`config.mk`:
```
export PLATFORM = sky130hd
export DESIGN_NAME = uart_rx_oversampled
export DESIGN_NICKNAME = d
export VERILOG_FILES = /design/src/rtl/uart_pkg.sv /design/src/rtl/sync_2ff.sv /design/src/rtl/uart_rx_oversampled.sv
export SDC_FILE = /design/constraint.sdc
export NUM_CORES = 1
export LEC_CHECK = 0
export ABC_AREA = 1
export CAP_MARGIN = 20
export CORE_ASPECT_RATIO = 1.75
export CORE_MARGIN = 2
export CORE_UTILIZATION = 60
export DETAILED_ROUTE_END_ITERATION = 7
export DONT_BUFFER_PORTS = 1
export PLACE_DENSITY = 0.76
export SYNTH_ARGS = -nofsm -noshare
export SYNTH_HDL_FRONTEND = slang
export SYNTH_SLANG_ARGS = --single-unit
```
`constraint.sdc`:
```
create_clock -name clk -period 1.8 [get_ports clk]
set_input_delay 0.36 -clock clk [delete_from_list [all_inputs] [get_ports clk]]
set_output_delay 0.36 -clock clk [all_outputs]
set_load 0.1 [all_outputs]
```
`src/rtl/uart_pkg.sv`:
```
// Shared UART definitions: receiver state encoding, parity mode constants and
// the parity helper that transmitter and receiver both use.
package uart_pkg;

    localparam int PARITY_NONE   = 0;
    localparam int PARITY_EVEN   = 1;
    localparam int PARITY_ODD    = 2;
    localparam int MAX_DATA_BITS = 9;

    typedef enum logic [2:0] {
        IDLE,
        START,
        DATA,
        PARITY,
        STOP,
        BREAK
    } rx_state_t;

    // Parity bit a transmitter appends; zero-extended data does not change the XOR.
    function automatic logic parity_bit(input logic [MAX_DATA_BITS-1:0] data,
                                        input int                       mode);
        logic p;
        p = ^data;
        if (mode == PARITY_ODD)
            return ~p;
        else if (mode == PARITY_EVEN)
            return p;
        else
            return 1'b0;
    endfunction

endpackage

```
`src/rtl/sync_2ff.sv`:
```
// Two-flop synchronizer for a single asynchronous level; both flops reset to 1
// so an idle-high line never produces a false edge coming out of reset.
module sync_2ff (
    input  logic clk,
    input  logic resetN,
    input  logic d,
    output logic q
);

    logic [1:0] sync_q;

    always_ff @(posedge clk or negedge resetN) begin
        if (!resetN)
            sync_q <= 2'b11;
        else
            sync_q <= {sync_q[0], d};
    end

    assign q = sync_q[1];

endmodule

```
`src/rtl/uart_rx_oversampled.sv`:
```
// Oversampling UART receiver: start-bit midpoint qualification, mid-bit sampling
// of data/parity/stop, a one-deep output holding register with overrun flagging.
module uart_rx_oversampled
    import uart_pkg::*;
#(
    parameter int DATA_BITS   = 8,
    parameter int PARITY_MODE = PARITY_EVEN,
    parameter int STOP_BITS   = 1,
    parameter int OVERSAMPLE  = 16
) (
    input  logic                 clk,
    input  logic                 resetN,
    input  logic                 rx,
    input  logic                 sample_en,
    input  logic                 rx_en,
    output logic [DATA_BITS-1:0] data_out,
    output logic                 data_valid,
    input  logic                 data_ready,
    output logic                 parity_error,
    output logic                 framing_error,
    output logic                 overrun,
    output logic                 busy
);

    localparam int TICK_W = $clog2(OVERSAMPLE);
    localparam logic [TICK_W-1:0] HALF_TICK = TICK_W'(OVERSAMPLE / 2 - 1);
    localparam logic [TICK_W-1:0] FULL_TICK = TICK_W'(OVERSAMPLE - 1);
    localparam logic [3:0]        LAST_DATA = 4'(DATA_BITS - 1);
    localparam logic [3:0]        LAST_STOP = 4'(STOP_BITS - 1);

    generate
        if (DATA_BITS < 5 || DATA_BITS > MAX_DATA_BITS ||
            PARITY_MODE < PARITY_NONE || PARITY_MODE > PARITY_ODD ||
            STOP_BITS < 1 || STOP_BITS > 2 ||
            OVERSAMPLE < 4 || OVERSAMPLE > 64 || (OVERSAMPLE % 2) != 0) begin : g_bad_params
            $fatal(1, "uart_rx_oversampled: illegal parameter combination");
        end
    endgenerate

    logic                 rx_s;
    rx_state_t            state, state_nx;
    logic [TICK_W-1:0]    tick_cnt, tick_nx;
    logic [3:0]           bit_cnt, bit_nx;
    logic [DATA_BITS-1:0] shreg;
    logic                 par_acc, fe_acc;
    logic                 start_det, shift_en, par_load, fe_set, frame_done;

    sync_2ff u_sync (
        .clk    (clk),
        .resetN (resetN),
        .d      (rx),
        .q      (rx_s)
    );

    assign busy = (state != IDLE);

    always_ff @(posedge clk or negedge resetN) begin
        // NOTE: clocked state uses non-blocking assignments so every register
        // samples pre-edge values, independent of process evaluation order.
        if (!resetN)
            state <= IDLE;
        else
            state <= state_nx;
    end

    always_comb begin
        // NOTE: every signal written here gets a default first; a path that
        // leaves one unassigned would infer a latch.
        state_nx   = state;
        tick_nx    = tick_cnt;
        bit_nx     = bit_cnt;
        start_det  = 1'b0;
        shift_en   = 1'b0;
        par_load   = 1'b0;
        fe_set     = 1'b0;
        frame_done = 1'b0;

        if (sample_en) begin
            unique case (state)
                IDLE: begin
                    if (rx_en && !rx_s) begin
                        start_det = 1'b1;
                        state_nx  = START;
                        tick_nx   = '0;
                        bit_nx    = '0;
                    end
                end
                START: begin
                    if (tick_cnt == HALF_TICK) begin
                        tick_nx  = '0;
                        state_nx = rx_s ? IDLE : DATA;
                    end else begin
                        tick_nx = tick_cnt + 1'b1;
                    end
                end
                DATA: begin
                    if (tick_cnt == FULL_TICK) begin
                        tick_nx  = '0;
                        shift_en = 1'b1;
                        if (bit_cnt == LAST_DATA) begin
                            bit_nx   = '0;
                            state_nx = (PARITY_MODE == PARITY_NONE) ? STOP : PARITY;
                        end else begin
                            bit_nx = bit_cnt + 1'b1;
                        end
                    end else begin
                        tick_nx = tick_cnt + 1'b1;
                    end
                end
                PARITY: begin
                    if (tick_cnt == FULL_TICK) begin
                        tick_nx  = '0;
                        par_load = 1'b1;
                        state_nx = STOP;
                    end else begin
                        tick_nx = tick_cnt + 1'b1;
                    end
                end
                STOP: begin
                    if (tick_cnt == FULL_TICK) begin
                        tick_nx = '0;
                        fe_set  = !rx_s;
                        if (bit_cnt == LAST_STOP) begin
                            frame_done = 1'b1;
                            bit_nx     = '0;
                            state_nx   = (fe_acc || !rx_s) ? BREAK : IDLE;
                        end else begin
                            bit_nx = bit_cnt + 1'b1;
                        end
                    end else begin
                        tick_nx = tick_cnt + 1'b1;
                    end
                end
                BREAK: begin
                    if (rx_s)
                        state_nx = IDLE;
                end
                default: state_nx = IDLE;
            endcase
        end
    end

    // Counters and per-frame accumulators; cleared at every start detection.
    always_ff @(posedge clk or negedge resetN) begin
        if (!resetN) begin
            tick_cnt <= '0;
            bit_cnt  <= '0;
            shreg    <= '0;
            par_acc  <= 1'b0;
            fe_acc   <= 1'b0;
        end else begin
            tick_cnt <= tick_nx;
            bit_cnt  <= bit_nx;
            if (start_det) begin
                par_acc <= 1'b0;
                fe_acc  <= 1'b0;
            end
            if (shift_en)
                shreg <= {rx_s, shreg[DATA_BITS-1:1]};
            if (par_load)
                par_acc <= (rx_s != parity_bit(MAX_DATA_BITS'(shreg), PARITY_MODE));
            if (fe_set)
                fe_acc <= 1'b1;
        end
    end

    // Output holding register: a new frame wins over a same-edge accept.
    always_ff @(posedge clk or negedge resetN) begin
        if (!resetN) begin
            data_out      <= '0;
            data_valid    <= 1'b0;
            parity_error  <= 1'b0;
            framing_error <= 1'b0;
            overrun       <= 1'b0;
        end else if (frame_done) begin
            data_out      <= shreg;
            parity_error  <= par_acc;
            framing_error <= fe_acc | ~rx_s;
            overrun       <= data_valid & ~data_ready;
            data_valid    <= 1'b1;
        end else if (data_valid && data_ready) begin
            data_valid <= 1'b0;
        end
    end

endmodule

```
==> results of run 1 <==
where the power goes:
part           leakage [nW]  internal (mW)  total, mW  switching, mW
logic                 0.626          0.225      0.782          0.557
registers             0.472          0.864      0.955         0.0911
clock network        0.0612          0.448      0.725          0.277
total                  1.16           1.54       2.46          0.926
cells by family after synthesis:
family,after synthesis,share of synthesized area (%)
buffers and inverters,36,9.085
and+or+nand+nor,139,31.93
adders and majority gates,3,1.947
xor gates and xnor gates,3,1.363
DFF,35,45.55
AOI/OAI and AO/OA,30,10.12
registers in the layout, indices dropped and copies added, names as in the netlist, 2 cells and up:
register and count:
shreg 8, data_out 8, bit_cnt 4, tick_cnt 4, u_sync.sync_q 2, state 3
repair_timing:
action                                  in CTS  in global routing
buffers inserted                             0                  3
endpoints found under the hold margin       35                  0
endpoints found under the setup margin       0                 11
hold buffers                                 2                  0
resized for setup                            0                  7
worst max-delay path, delay by kind of cell, from the launching register on:
family	cells	cell delay, ns
buf+inv	3	0.37
flops	1	0.45
simple gates	2	0.25
cells in the mapped netlist:
library cell | instances | area share, %
a21oi_1 | 2 | 0.52
ha_1 | 3 | 1.9
clkbuf_1 | 1 | 0.19
inv_2 | 4 | 0.78
nand3_1 | 16 | 4.2
a22oi_1 | 1 | 0.39
buf_12 | 2 | 2.1
o22ai_1 | 1 | 0.32
or2_1 | 1 | 0.32
inv_1 | 28 | 5.5
o21ai_0 | 13 | 3.4
nand3_2 | 1 | 0.52
dfrtp_1 | 33 | 43
nand2_2 | 11 | 3.6
o21ai_1 | 2 | 0.52
nor2_1 | 16 | 3.1
buf_6 | 1 | 0.58
nor2_4 | 2 | 1.2
nor3_4 | 1 | 0.84
xor2_1 | 3 | 1.4
nand2_1 | 87 | 17
nor2_2 | 1 | 0.32
dfstp_2 | 2 | 2.7
o21ai_2 | 11 | 5.0
nand4_1 | 3 | 0.97
area by class of cell:
| class | instances | area share [%] |
|---|---|---|
| well taps | 43 | 2.418 |
| clock buffers | 6 | 3.712 |
| repair buffers | 19 | 7.649 |
| inverters | 32 | 5.399 |
| flip-flops and latches | 35 | 39.60 |
| clock inverters | 2 | 1.575 |
| multi-input cells | 175 | 39.65 |
worst paths after layout:
path                             startpoint          endpoint  slack [ns]
setup / recovery                   state[2]              busy        0.09
max in group asynchronous            resetN  u_sync.sync_q[0]        1.04
hold reg to reg            u_sync.sync_q[0]  u_sync.sync_q[1]        0.36
hold / removal                           rx  u_sync.sync_q[0]        0.07
setup reg to reg                tick_cnt[0]       data_out[0]        0.12
min in group asynchronous            resetN          shreg[5]        0.50
per-layer routing:
metal	wire [um]	track usage [%]
met3	106	5.682
met1	1450	22.90
met5	0	0
met2	2232	43.70
met4	169	16.11
metrics by stage:
stage                     instance area [um2]   TNS (ns)  worst slack, ns  cells  hold slack, ns
final                                    2225          0          0.08588    312         0.06680
after global routing                     2225  -0.005167        -0.005167    312         0.04863
after CTS                                2192          0          0.01072    309         0.05704
after detailed placement                 2044          0           0.1137    299         0.06523
after global placement                   2044          0           0.1427    299         0.06509
after floorplan                          1928          0           0.2032    246         0.06441
==> results.yml, run 1 <==
floorplanning:
  floorplan.initialDensity_pct: 62.04
  fp.dieW_um: 46.85
  ioPinCount: 19
  fp.dieH_um: 78.99
  die_area_mm2: 0.003701
  core_mm2: 0.003108
  rows: 27
hold_path:
  hold_path_depth: 0
  min-delay-path-class: "input pin to flop"
sta:
  finalSetupViolations: 0
  hold_violations: 0
  finalMaxSlewViolations: 0
  finalCriticalPeriod_ns: 1.714
  skew_ns: 0.008673
  tightest_slew_ns: 0.3939
  slew-limit-headroom_pct: 73.46
  fmaxAchievable_mhz: 583.4
  period_share_pct: 95.23
clock_tree:
  numCtsBuffers: 5
  clk_path_buf_depth: 2
  clk_pin_slew_ns: 0.06
  clkLatencyLatePin_ns: 0.29
  cts.sinks: 35
  cts_tree: "built"
  cts_root_buffer: "clkbuf_8"
  cts_max_level: 2
worst_setup_path:
  critPathKind: "flop to primary output"
  slowest_stage: "dfrtp_2"
  startpoint_type: "flop"
  cp_cell_sequence: "inv_2 -> nand2_1 -> nor2_2 -> inv_1 -> buf_4"
  reg2reg_depth: 10
  cp-end-kind: "primary output"
  slowest_delay_ns: 0.45
  arrival_ns: 1.35
  cp_max_fo: 5
  required_ns: 1.44
finish:
  n_antenna_cell: 0
  final_cell_mix: "nand2_1, dfrtp_1, inv_1, nand3_1, buf_4"
  layout-drive-gt1-share_pct: 24.54
  syn_to_final_growth_pct: 15.38
  final_common_cell: "nand2_1"
  multi_input_area_um2: 882.1
  fillers: 261
  regArea_um2: 880.8
  final_util_pct: 71.58
  fin_nets: 277
pwr:
  ir_drop_v: 0.001089
  total_power_mw: 2.462
  p_per_area_mw_per_mm2: 1107
  leakage_nw: 1.159
route:
  route.detailed.drc: 0
  vias_per_cell: 5.192
  wire_per_inst_um: 12.68
  dr.pass1.iters: 4
  vias: 1620
  drtAntennaViolNets: 0
  wl_mm: 3.957
  drtIter0Drc: 50
synth:
  synth_area_mm2: 0.001928
  synth_nets: 255
  ys_types: 25
  syn_area_per_cell_um2: 7.838
  synth-seq-cells: 35
  syn_inst: 246
  yosysSeqAreaShare_pct: 45.55
  yosys_warnings: 0
grt:
  grt_pass1_wl_mm: 6.417
  grt_max_degree: 36
  grt_pass1_vias: 1549
  grt_overflow: 0
  grt_usage_pct: 24.63
  antenna_found_initial: 0
placed_design:
  io_buffers: 0
  hpwl_mm: 2.878
  gp_congestion: 0.9123
run:
  maxCapViolations: 0
status:
  status: "finished, final reports clean"
Note: power is estimated with default switching activity, not from simulation.
==> run 2, diff against run 1 <==
--- a/config.mk
+++ b/config.mk
@@ -5,13 +5,13 @@
 export SDC_FILE = /design/constraint.sdc
 export NUM_CORES = 1
 export LEC_CHECK = 0
-export ABC_AREA = 1
 export CAP_MARGIN = 20
 export CORE_ASPECT_RATIO = 1.75
 export CORE_MARGIN = 2
 export CORE_UTILIZATION = 60
 export DETAILED_ROUTE_END_ITERATION = 7
 export DONT_BUFFER_PORTS = 1
+export HOLD_SLACK_MARGIN = 0.05
 export PLACE_DENSITY = 0.76
 export SYNTH_ARGS = -nofsm -noshare
 export SYNTH_HDL_FRONTEND = slang
==> run 2 against run 1 <==
  * Clock skew up 0.00086 ns
  * First-iteration DRC count is 10% lower
  * Worst hold slack improved by 0.0040 ns
  * Largest cell class unchanged
  * Critical endpoint is now par_acc
  * Critical path depth up 1
  * Non-clock buffer count rose by 11
  * Clock power down 22%
  * Maximum frequency shrank 16%
  * Worst setup slack got worse by 0.34 ns
  * Area after synthesis shrank 2.4%
  * Sequential share of layout area decreased by 1.4 points
  * Count of clock-buffer cells in the layout stayed put
  * The run now ends with negative setup slack left
==> results.yml, run 2 <==
sta:
  skew_ns: 0.009537
  grt_setup_unrepaired: "yes"
  finalCriticalPeriod_ns: 2.052
  tightest_slew_ns: 0.9152
  fmaxAchievable_mhz: 487.3
  whs_ns: 0.07081
  setup_tns_ns: -1.911
  timing.final.ws_setup_ns: -0.2523
  hold_violations: 0
  finalSetupViolations: 19
  period_share_pct: 114.0
  finalMaxSlewViolations: 0
  slew-limit-headroom_pct: 38.98
worst_setup_path:
  slowest_stage: "or4b_4"
  cp_cell_sequence: "inv_1 -> ha_1 -> or3b_4 -> a221oi_4 -> or4b_4 -> mux2i_1"
  slowest_delay_ns: 0.51
  rrSetupSlack_ns: -0.25
  required_ns: 1.98
  startpoint_type: "flop"
  crit_family: "simple AND/OR/NAND/NOR gates"
  cp_max_fo: 2
  rr_endpoint: "par_acc"
  reg2reg_depth: 6
  cp-end-kind: "flop"
  arrival_ns: 2.23
  crit-reg2reg-launch: "bit_cnt[0]"
  critPathKind: "flop to flop"
  cp.buffers_inverters: 1
hold_path:
  min-delay-path-class: "input pin to flop"
  holdPathEnd: "u_sync.sync_q[0]"
  hold_path_depth: 0
  holdCritStartpoint: "rx"
status:
  failed_checks: "negative setup slack"
  status: "finished with violations"
synth:
  yosysSeqAreaShare_pct: 46.68
  synth_edf_count: 0
  yosysTopAreaCellShare_pct: 43.88
  syn_area_per_cell_um2: 11.07
  synth_area_leaders: "dfrtp_1, mux2_2, dfstp_2"
  yosys_warnings: 0
  ys_types: 45
  synth_common_cells: "dfrtp_1, mux2_2, nand2_1, a21oi_1"
  synth_nets: 179
  yosysTopAreaCell: "dfrtp_1"
  async_reset_ff_share_pct: 100.0
  syn_inst: 170
  synth-seq-cells: 35
  synth_most_common_cell: "dfrtp_1"
  synth_ff_type: "dfrtp_1"
  synth_area_mm2: 0.001882
route:
  drtAntennaViolNets: 0
  drtIter0Drc: 45
  wire_per_inst_um: 17.28
  wl_mm: 4.147
  dr.pass1.iters: 4
  vias_per_cell: 5.992
  vias: 1438
  route.detailed.drc: 0
floorplanning:
  fp.dieW_um: 46.34
  rows: 26
  floorplan.initialDensity_pct: 63.57
  die_area_mm2: 0.003618
  fp.dieH_um: 78.09
  ioPinCount: 19
  core_mm2: 0.002960
finish:
  finish.instance_area_mm2: 0.002297
  final_util_pct: 77.60
  fin_nets: 206
  n_antenna_cell: 0
  layout-drive-gt1-share_pct: 36.36
  final_cell_mix: "dfrtp_1, buf_4, mux2_2, nand2_1"
  largestRegisters: "data_out (8), shreg (8)"
  final_common_cell: "dfrtp_1"
  final-instance-count-excl-fill: 240
  syn_to_final_growth_pct: 22.07
clock_tree:
  cts_max_level: 2
  numCtsBuffers: 5
  cts_root_buffer: "clkbuf_8"
  clk_path_buf_depth: 2
  clk_pin_slew_ns: 0.08
  cts_tree: "built"
  clkLatencyLatePin_ns: 0.29
  cts.sinks: 35
pwr:
  p_per_area_mw_per_mm2: 1147
  ir_drop_v: 0.0007990
  leakage_nw: 1.090
grt:
  grt_usage_pct: 26.62
  grt_pass1_wl_mm: 6.975
  antenna_found_initial: 0
  grt_overflow: 0
  grt_max_degree: 36
  grt_pass1_vias: 1478
placed_design:
  gp_congestion: 0.8258
  hpwl_mm: 2.874
  dpl-instance-area_mm2: 0.002120
  io_buffers: 0
  placed_cells: 229
run:
  maxCapViolations: 0
## run 2: final cells by class
cell class | instances | area (um2)
clock inverters | 2 | 12.51
multi-input cells | 120 | 994.7
repair buffers | 30 | 267.8
inverters | 5 | 18.77
fillers | 174 | 663.1
flip-flops and latches | 35 | 878.3
clock buffers | 6 | 72.57
well taps | 42 | 52.55
## run 2: worst max path at each step
stage / cells after the start / from / slack [ns] / end
floorplan: 6 / bit_cnt[0] / -0.19 / par_acc
global placement: 6 / bit_cnt[1] / -0.13 / par_acc
detailed placement: 6 / bit_cnt[0] / -0.24 / par_acc
CTS: 6 / bit_cnt[0] / -0.26 / par_acc
global route: 6 / bit_cnt[0] / -0.29 / par_acc
finish: 6 / bit_cnt[0] / -0.25 / par_acc
## run 2: per-layer routing
| metal | wire (um) | vias up | part of all wire, % | GRT usage [%] |
|---|---|---|---|---|
| met1 | 1575 | 699 | 38 | 33.33 |
| met5 | 0 | - | 0 | 0 |
| met2 | 2276 | 57 | 55 | 43.75 |
| met4 | 104 | 0 | 2.5 | 9.429 |
| met3 | 190 | 10 | 4.6 | 5.517 |
| li1 | - | 672 | - | - |
## run 2: logic make-up after synthesis
family / count (synthesis) / share of synthesized area [%]
DFF: 35 / 46.68
xor gates and xnor gates: 8 / 4.455
and+or+nand+nor: 52 / 16.22
adders and majority gates: 3 / 1.995
buffers and inverters: 15 / 3.391
AOI/OAI and AO/OA: 33 / 13.23
muxes: 24 / 14.03
## run 2: power breakdown
| part | switching, mW | internal, mW |
|---|---|---|
| registers | 0.106 | 0.873 |
| clock network | 0.291 | 0.270 |
| logic | 0.592 | 0.503 |
| total | 0.989 | 1.65 |
## run 2: stage by stage
| stage | power, mW | worst slack (ns) |
|---|---|---|
| finish | 2.635 | -0.2523 |
| global route | 2.762 | -0.2926 |
| CTS | 2.594 | -0.2583 |
| detailed placement | 1.941 | -0.2382 |
| global placement | 1.889 | -0.1338 |
| floorplan | 1.602 | -0.1944 |
## run 2: timing repair
item / in CTS / in global routing
hold buffers: 2 / 0
gates resized for setup: 10 / 4
buffers inserted: 0 / 1
setup endpoints to repair: 18 / 19
endpoints found under the hold margin: 35 / 0
cloned: 0 / 0
pin swaps: 1 / 1
